## config.mk

```make
export PLATFORM = sky130hd
export DESIGN_NAME = main_control_fsm
export DESIGN_NICKNAME = d
export VERILOG_FILES = /design/src/rtl/main_control_fsm.sv
export SDC_FILE = /design/constraint.sdc
export NUM_CORES = 1
export LEC_CHECK = 0
export ABC_AREA = 1
export ABC_CLOCK_PERIOD_IN_PS = 1990
export CELL_PAD_IN_SITES_DETAIL_PLACEMENT = 1
export CELL_PAD_IN_SITES_GLOBAL_PLACEMENT = 1
export CORE_MARGIN = 8
export CORE_UTILIZATION = 48
export DETAILED_ROUTE_END_ITERATION = 10
export DONT_BUFFER_PORTS = 1
export GPL_TIMING_DRIVEN = 0
export PLACE_DENSITY_LB_ADDON = 0.1
export SLEW_MARGIN = 20
export SYNTH_ARGS = -nofsm -noshare
export SYNTH_HDL_FRONTEND = slang
export SYNTH_SLANG_ARGS = --single-unit
```

## constraint.sdc

```tcl
create_clock -name clk -period 1.99 [get_ports clk]
set_input_delay 0.398 -clock clk [delete_from_list [all_inputs] [get_ports clk]]
set_output_delay 0.398 -clock clk [all_outputs]
set_load 0.02 [all_outputs]
```

## src/rtl/main_control_fsm.sv

```systemverilog
// Multicycle MIPS main controller: sequences one decoded instruction over 3-5
// cycles and drives the datapath enables/muxes; parks in ERROR on unsupported ops.
// Decoded op encoding:    LW=0 SW=1 RTYPE=2 BEQ=3 ADDI=4 J=5 INVALID_OP=7 (6 also invalid)
// Decoded funct encoding: ADD=0 SUB=1 AND=2 OR=3 SLT=4 INVALID_FU=7 (5,6 also invalid)
module main_control_fsm #(
  parameter bit STRICT_FUNCT = 1'b1
) (
  input  logic       clk,
  input  logic       reset,
  input  logic [2:0] op,
  input  logic [2:0] funct,
  input  logic       zero,
  output logic       iord,
  output logic       mem_write,
  output logic       ir_write,
  output logic       reg_dst,
  output logic       mem_to_reg,
  output logic       reg_write,
  output logic       alu_src_a,
  output logic [1:0] alu_src_b,
  output logic [2:0] alu_control,
  output logic [1:0] pc_src,
  output logic       pc_en,
  output logic       err,
  output logic [3:0] state_dbg
);

  localparam logic [2:0] OP_LW    = 3'd0;
  localparam logic [2:0] OP_SW    = 3'd1;
  localparam logic [2:0] OP_RTYPE = 3'd2;
  localparam logic [2:0] OP_BEQ   = 3'd3;
  localparam logic [2:0] OP_ADDI  = 3'd4;
  localparam logic [2:0] OP_J     = 3'd5;

  localparam logic [2:0] FU_ADD = 3'd0;
  localparam logic [2:0] FU_SUB = 3'd1;
  localparam logic [2:0] FU_AND = 3'd2;
  localparam logic [2:0] FU_OR  = 3'd3;
  localparam logic [2:0] FU_SLT = 3'd4;

  localparam logic [2:0] ALU_AND = 3'b000;
  localparam logic [2:0] ALU_OR  = 3'b001;
  localparam logic [2:0] ALU_ADD = 3'b010;
  localparam logic [2:0] ALU_SUB = 3'b110;
  localparam logic [2:0] ALU_SLT = 3'b111;

  typedef enum logic [3:0] {
    S_FETCH    = 4'd0,
    S_DECODE   = 4'd1,
    S_MEMADR   = 4'd2,
    S_MEMRD    = 4'd3,
    S_MEMWB    = 4'd4,
    S_MEMWR    = 4'd5,
    S_EXECUTE  = 4'd6,
    S_ALUWB    = 4'd7,
    S_BRANCH   = 4'd8,
    S_ADDIEXEC = 4'd9,
    S_ADDIWB   = 4'd10,
    S_JUMP     = 4'd11,
    S_ERROR    = 4'd12
  } state_e;

  typedef struct packed {
    logic       iord;
    logic       mem_write;
    logic       ir_write;
    logic       reg_dst;
    logic       mem_to_reg;
    logic       reg_write;
    logic       alu_src_a;
    logic [1:0] alu_src_b;
    logic [2:0] alu_control;
    logic [1:0] pc_src;
    logic       pc_write;
    logic       branch;
    logic       err;
  } ctrl_t;

  // Control word seen in FETCH; also the reset value of the output registers.
  localparam ctrl_t FETCH_CTRL = '{
    default:     '0,
    ir_write:    1'b1,
    pc_write:    1'b1,
    alu_src_b:   2'b01,
    alu_control: ALU_ADD
  };

  state_e state_q;
  state_e state_d;
  ctrl_t  ctrl_q;
  ctrl_t  ctrl_d;

  // Supported R-type function codes.
  function automatic logic funct_valid(input logic [2:0] f);
    return (f == FU_ADD) || (f == FU_SUB) || (f == FU_AND) ||
           (f == FU_OR)  || (f == FU_SLT);
  endfunction

  // R-type ALU operation; anything unsupported falls back to ADD.
  function automatic logic [2:0] alu_for_funct(input logic [2:0] f);
    logic [2:0] a;
    a = ALU_ADD;
    case (f)
      FU_SUB:  a = ALU_SUB;
      FU_AND:  a = ALU_AND;
      FU_OR:   a = ALU_OR;
      FU_SLT:  a = ALU_SLT;
      default: a = ALU_ADD;
    endcase
    return a;
  endfunction

  // Moore control word for a state (funct matters only in EXECUTE).
  function automatic ctrl_t ctrl_for(input state_e s, input logic [2:0] f);
    ctrl_t c;
    c = '0;
    c.alu_control = ALU_ADD;
    case (s)
      S_FETCH:    c = FETCH_CTRL;
      S_DECODE:   c.alu_src_b = 2'b11;
      S_MEMADR:   begin c.alu_src_a = 1'b1; c.alu_src_b = 2'b10; end
      S_MEMRD:    c.iord = 1'b1;
      S_MEMWB:    begin c.reg_write = 1'b1; c.mem_to_reg = 1'b1; end
      S_MEMWR:    begin c.iord = 1'b1; c.mem_write = 1'b1; end
      S_EXECUTE:  begin c.alu_src_a = 1'b1; c.alu_control = alu_for_funct(f); end
      S_ALUWB:    begin c.reg_write = 1'b1; c.reg_dst = 1'b1; end
      S_BRANCH: begin
        c.alu_src_a   = 1'b1;
        c.alu_control = ALU_SUB;
        c.pc_src      = 2'b01;
        c.branch      = 1'b1;
      end
      S_ADDIEXEC: begin c.alu_src_a = 1'b1; c.alu_src_b = 2'b10; end
      S_ADDIWB:   c.reg_write = 1'b1;
      S_JUMP:     begin c.pc_src = 2'b10; c.pc_write = 1'b1; end
      S_ERROR:    c.err = 1'b1;
      default:    c = '0;
    endcase
    return c;
  endfunction

  // State register; reset lands in FETCH immediately.
  always_ff @(posedge clk or posedge reset) begin
    if (reset) state_q <= S_FETCH;
    else       state_q <= state_d;
  end

  // Next-state logic and control word for the state being entered.
  always_comb begin
    state_d = state_q;
    case (state_q)
      S_FETCH: state_d = S_DECODE;
      S_DECODE: begin
        case (op)
          OP_LW, OP_SW: state_d = S_MEMADR;
          OP_RTYPE:     state_d = (STRICT_FUNCT && !funct_valid(funct)) ? S_ERROR : S_EXECUTE;
          OP_BEQ:       state_d = S_BRANCH;
          OP_ADDI:      state_d = S_ADDIEXEC;
          OP_J:         state_d = S_JUMP;
          default:      state_d = S_ERROR;
        endcase
      end
      S_MEMADR:   state_d = (op == OP_SW) ? S_MEMWR : S_MEMRD;
      S_MEMRD:    state_d = S_MEMWB;
      S_EXECUTE:  state_d = S_ALUWB;
      S_ADDIEXEC: state_d = S_ADDIWB;
      S_MEMWB, S_MEMWR, S_ALUWB, S_BRANCH, S_ADDIWB, S_JUMP: state_d = S_FETCH;
      S_ERROR:    state_d = S_ERROR;
      default:    state_d = S_FETCH;
    endcase
    ctrl_d = ctrl_for(state_d, funct);
  end

  // Output register, loaded alongside the state so it always matches it.
  always_ff @(posedge clk or posedge reset) begin
    if (reset) ctrl_q <= FETCH_CTRL;
    else       ctrl_q <= ctrl_d;
  end

  assign iord        = ctrl_q.iord;
  assign mem_write   = ctrl_q.mem_write;
  assign ir_write    = ctrl_q.ir_write;
  assign reg_dst     = ctrl_q.reg_dst;
  assign mem_to_reg  = ctrl_q.mem_to_reg;
  assign reg_write   = ctrl_q.reg_write;
  assign alu_src_a   = ctrl_q.alu_src_a;
  assign alu_src_b   = ctrl_q.alu_src_b;
  assign alu_control = ctrl_q.alu_control;
  assign pc_src      = ctrl_q.pc_src;
  assign err         = ctrl_q.err;
  assign state_dbg   = state_q;
  // Branch taken follows the live zero flag while in BRANCH.
  assign pc_en       = ctrl_q.pc_write | (ctrl_q.branch & zero);

endmodule

```

Word-level counts from Yosys, hierarchy flattened

Index checks and enable logic that the tools add are counted.

Register bits after elaboration: 21
Input bits: 9
Output and inout bits: 20
Word-level logic and storage cells: 76

Equality and inequality tests: 27
Multiplexer cells: 18
Bitwise gates (word level): 2
Reduce and logical (&&, ||, !) cells: 15

Operator list:

| kind                                          | count |
|---|---|
| == test 4 bit, second input constant          | 7 |
| one-hot mux 4 bit (7 select lines)            | 1 |
| == test 4 x 3 -> 1 bit, second input constant | 5 |
| one-hot mux 4 bit (5 select lines)            | 1 |
| == test 4 x 2 -> 1 bit, second input constant | 4 |
| == test 3 x 2 -> 1 bit, second input constant | 4 |
| one-hot mux 3 bit (4 select lines)            | 1 |
| OR reduction 11 bit                           | 1 |
| 2-to-1 mux 1 bit                              | 10 |
| == test 3 bit, second input constant          | 3 |
| one-hot mux 3 bit (3 select lines)            | 1 |
| == test 4 x 1 -> 1 bit, second input constant | 2 |
| logical NOT 4 bit                             | 2 |
| OR reduction 2 bit                            | 4 |
| == test 3 x 1 -> 1 bit, second input constant | 2 |
| logical NOT 3 bit                             | 2 |
| one-hot mux 2 bit (3 select lines)            | 1 |
| logical OR 1 bit                              | 4 |
| 2-to-1 mux 4 bit                              | 1 |
| one-hot mux 2 bit (2 select lines)            | 1 |
| OR reduction 4 bit                            | 1 |
| 2-to-1 mux 3 bit                              | 1 |
| OR reduction 3 bit                            | 1 |
| bitwise AND 1 bit                             | 1 |
| bitwise OR 1 bit                              | 1 |

Logic depth before layout (Yosys ltp)

Depth in word-level cells: 11
Mapped depth: 11
Depth with buffers taken out: 11

Worst setup path before layout

Ideal clock, no wire load.

Path kind: register -> register
Start point: reg state_q[2], in the netlist state_dbg[2]
End point: reg ctrl_q (netlist bit alu_src_a)
Setup time: 113 ps
Arrival time: 1280 ps
Data required time: 1877 ps
Setup slack: 597 ps
Stages on the path, launching flop included: 11
Path buffers: 0
Clock period less this slack: 1393 ps
Cells stage by stage: dfrtp_1 > nor2_2 > inv_2 > nor2_4 > nand2_2 > nand2_4 > nor2_8 > nand2_4 > nand2_1 > nand2_1 > inv_1

RTL lines:

| item                     | RTL line | source |
|---|---|---|
| start: declaration       | 88       | `state_e state_q;` |
| start signal: assignment | 145      | `else state_q <= state_d;` |
| end signal: assignment   | 177      | `else ctrl_q <= ctrl_d;` |
| end: declaration         | 90       | `ctrl_t ctrl_q;` |

==> out/results.tsv <==
stage	metric	value	unit
setup_path	Critical Path RT	2.20	ns
clock_tree	Sink Count	21	
clock_tree	Worst-path clk slew	0.11	ns
setup_path	Crit path top cell by count	nand2_1	
setup_path	CP peak stage delay	0.54	ns
clock_tree	CTS resizes	0	
placement	Detailed Place HPWL	2051	µm
layout	ratio of cells with drive above 1 in the final layout	0.3185	
pwr	leak pwr	0.6748	nW
floorplan	row cnt	17	
timing	Hold Vio Cnt, Final	0	
setup_path	CP Capture Type	flop	
layout	nets@finish	145	
layout	FILL cells	281	
worst_hold_path	Tightest Hold Check Type	primary input to asynchronous set/reset pin	
setup_path	Reg2Reg Depth	10	
timing	Least-Margin Pin Slew	0.7781	ns
synthesis	Cells after Synth	131	
timing	Clock Skews	0.003908	ns
layout	max reg flops	4	
setup_path	Setup crit end	alu_src_a	
clock_tree	Clock Latency Late Sink	0.30	ns
placement	cell area after placement	0.001154	mm²
setup_path	Slowest-stage cell, CP	dfrtp_1	
setup_path	Worst R2R Setup Slack	0.36	ns
placement	GP Congestion	0.7455	
floorplan	DIE WIDTH	64.28	µm
placement	PortBufs	0	
pwr	Power Dens Cells	1600	mW/mm²
setup_path	Worst R2R Start	state_dbg[0]	
timing	final-report max-slew violation count	0	
setup_path	CP Launch Type	flop	
timing	Setup violations, final	0	
layout	Final Cell Area	0.001180	mm²
global_route	number of antenna violations at the first check in global routing	0	
floorplan	I/O Pins	29	
pwr	peak supply drop	0.5858	mV
setup_path	critical path class	flop to flop	
drt	vias post-DR	829	
global_route	largest net degree at the start of global routing	22	
timing	setup TNS	0	ns
timing	relative slew slack	0.4807	
setup_path	critical path, cell by cell	inv_2 -> nor2_4 -> nand2_1 -> nand2_2 -> nor2_4 -> nand2_2 -> nand2_1 -> nand2_1 -> nand2_1 -> inv_1	
global_route	vias in the first global route	938	
floorplan	die area	0.004131	mm²
floorplan	die height	64.28	µm
run	max_cap viols	0	
drt	DR iter-0 viols	19	
clock_tree	total CTS buffers	3	
pwr	Tot Pwr	1.888	mW
synthesis	synthesis-stage register bit count	21	
drt	final antenna-violating net count	0	
clock_tree	CTS tree	done	
drt	WL final	2609	µm
synthesis	synthesized area	0.001119	mm²
timing	min cycle time layout	1.633	ns
drt	TritonRoute pass-1 iters	4	
clock_tree	H-tree depth	1	
clock_tree	root buf cell	clkbuf_4	
global_route	GR Util All Layers	0.1320	
synthesis	Syn Nets	140	
run_status	status	complete, no violations	
layout	Ant. Diodes	0	
timing	RSZ-0062 raised after global routing	no	
floorplan	initial core utilization	0.5057	
setup_path	Worst EP arrival	1.84	ns
clock_tree	CTS Buffer Depth	2	
drt	Wirelength per Cell	16.01	µm
setup_path	CP Launch Point	state_dbg[0]	
global_route	total grt overflow	0	
synthesis	register area share after synthesis	0.4743	
layout	Area growth, synth to finish	5.481	%
setup_path	CP max FO	5	
clock_tree	Post-CTS Repair Setup Buffers	0	
drt	Vias/cell	5.086	
synthesis	Synth Warn #	0	
setup_path	RR Endpoint	alu_src_a	
timing	fin crit share	0.8204	
synthesis	Avg Inst Size Synth	8.539	µm²
synthesis	post-synth cell types	23	
clock_tree	hold-fix buffers at CTS	0	
drt	Residual DRC	0	
global_route	first-pass GRT wire length	4388	µm
timing	FMAX	0.6125	GHz
floorplan	core area	0.002212	mm²
-- through the flow --
step                      hold slack [ns]  setup WS [ns]  cells  utilization
after floorplan                    0.3716         0.5970    131            -
after global placement             0.4506         0.4385    159       0.5215
after detailed placement           0.4812         0.4052    159       0.5215
after CTS                          0.1429         0.3551    163       0.5334
after global routing               0.1641         0.2406    163       0.5334
final                              0.1161         0.3574    163       0.5334
-- final cells by class --
| type | count | area (µm²) | share of cell area |
|---|---|---|---|
| inverter | 23 | 86.33 | 0.07317 |
| clock buffer | 4 | 26.28 | 0.02227 |
| tap | 28 | 35.03 | 0.02969 |
| buffer | 7 | 52.55 | 0.04454 |
| sequential | 21 | 530.5 | 0.4496 |
| multi-input combinational | 80 | 449.2 | 0.3807 |
-- placed cells by master, fill, tap and decap left out, drive strengths merged --
| master | instances |
|---|---|
| inv | 23 |
| nor2 | 22 |
| o21a | 1 |
| dfstp | 4 |
| nand3 | 7 |
| clkbuf | 4 |
| nor3 | 1 |
| buf | 7 |
| nand4 | 2 |
| nand2 | 39 |
| a21o | 1 |
| o21ai | 3 |
| a21oi | 4 |
| dfrtp | 17 |
-- kinds of logic (layout without fill, tap and decap cells) --
| kind of cell | count (synthesis) | in the layout | synth area share |
|---|---|---|---|
| AOI/OAI and AO/OA | 9 | 9 | 0.04810 |
| and+or+nand+nor | 71 | 71 | 0.3535 |
| buffers and inverters | 30 | 34 | 0.1242 |
| DFF | 21 | 21 | 0.4743 |
-- where the power goes --
part	internal, mW	leakage (nW)	switching [mW]
clock network	0.0780	0.0150	0.125
registers	0.593	0.270	0.192
logic	0.290	0.390	0.610
total	0.961	0.675	0.927
-- critical path: cells and delay by family (launching register included) --
family	cells	cell delay, ns
and+or+nand+nor	8	0.81
DFF	1	0.54
buffers and inverters	2	0.20
-- synthesized netlist by cell type, drive strengths merged --
cell | instances | share of area
a21o | 1 | 0.0067
a21oi | 4 | 0.021
buf | 7 | 0.047
dfrtp | 17 | 0.38
dfstp | 4 | 0.094
inv | 23 | 0.077
nand2 | 39 | 0.16
nand3 | 7 | 0.047
nand4 | 2 | 0.011
nor2 | 22 | 0.13
nor3 | 1 | 0.0045
o21a | 1 | 0.0067
o21ai | 3 | 0.013
-- metal layers --
metal	GRT usage	part of all wire
met5	0	0
met4	0.06812	0.014
met3	0.03310	0.071
met2	0.2298	0.51
met1	0.1445	0.40
-- how the worst min path moves through the flow --
stage	to	slack, ns	cells after the start
3_5_place_dp	pc_src[0]	0.48	1
3_3_place_gp	pc_src[0]	0.45	1
4_1_cts	pc_src[0]	0.14	1
2_1_floorplan	alu_control[0]	0.37	1
5_1_grt	ctrl_q[1]	0.16	1
6_report	reg_dst	0.12	1
(Power assumes the default switching activity.)
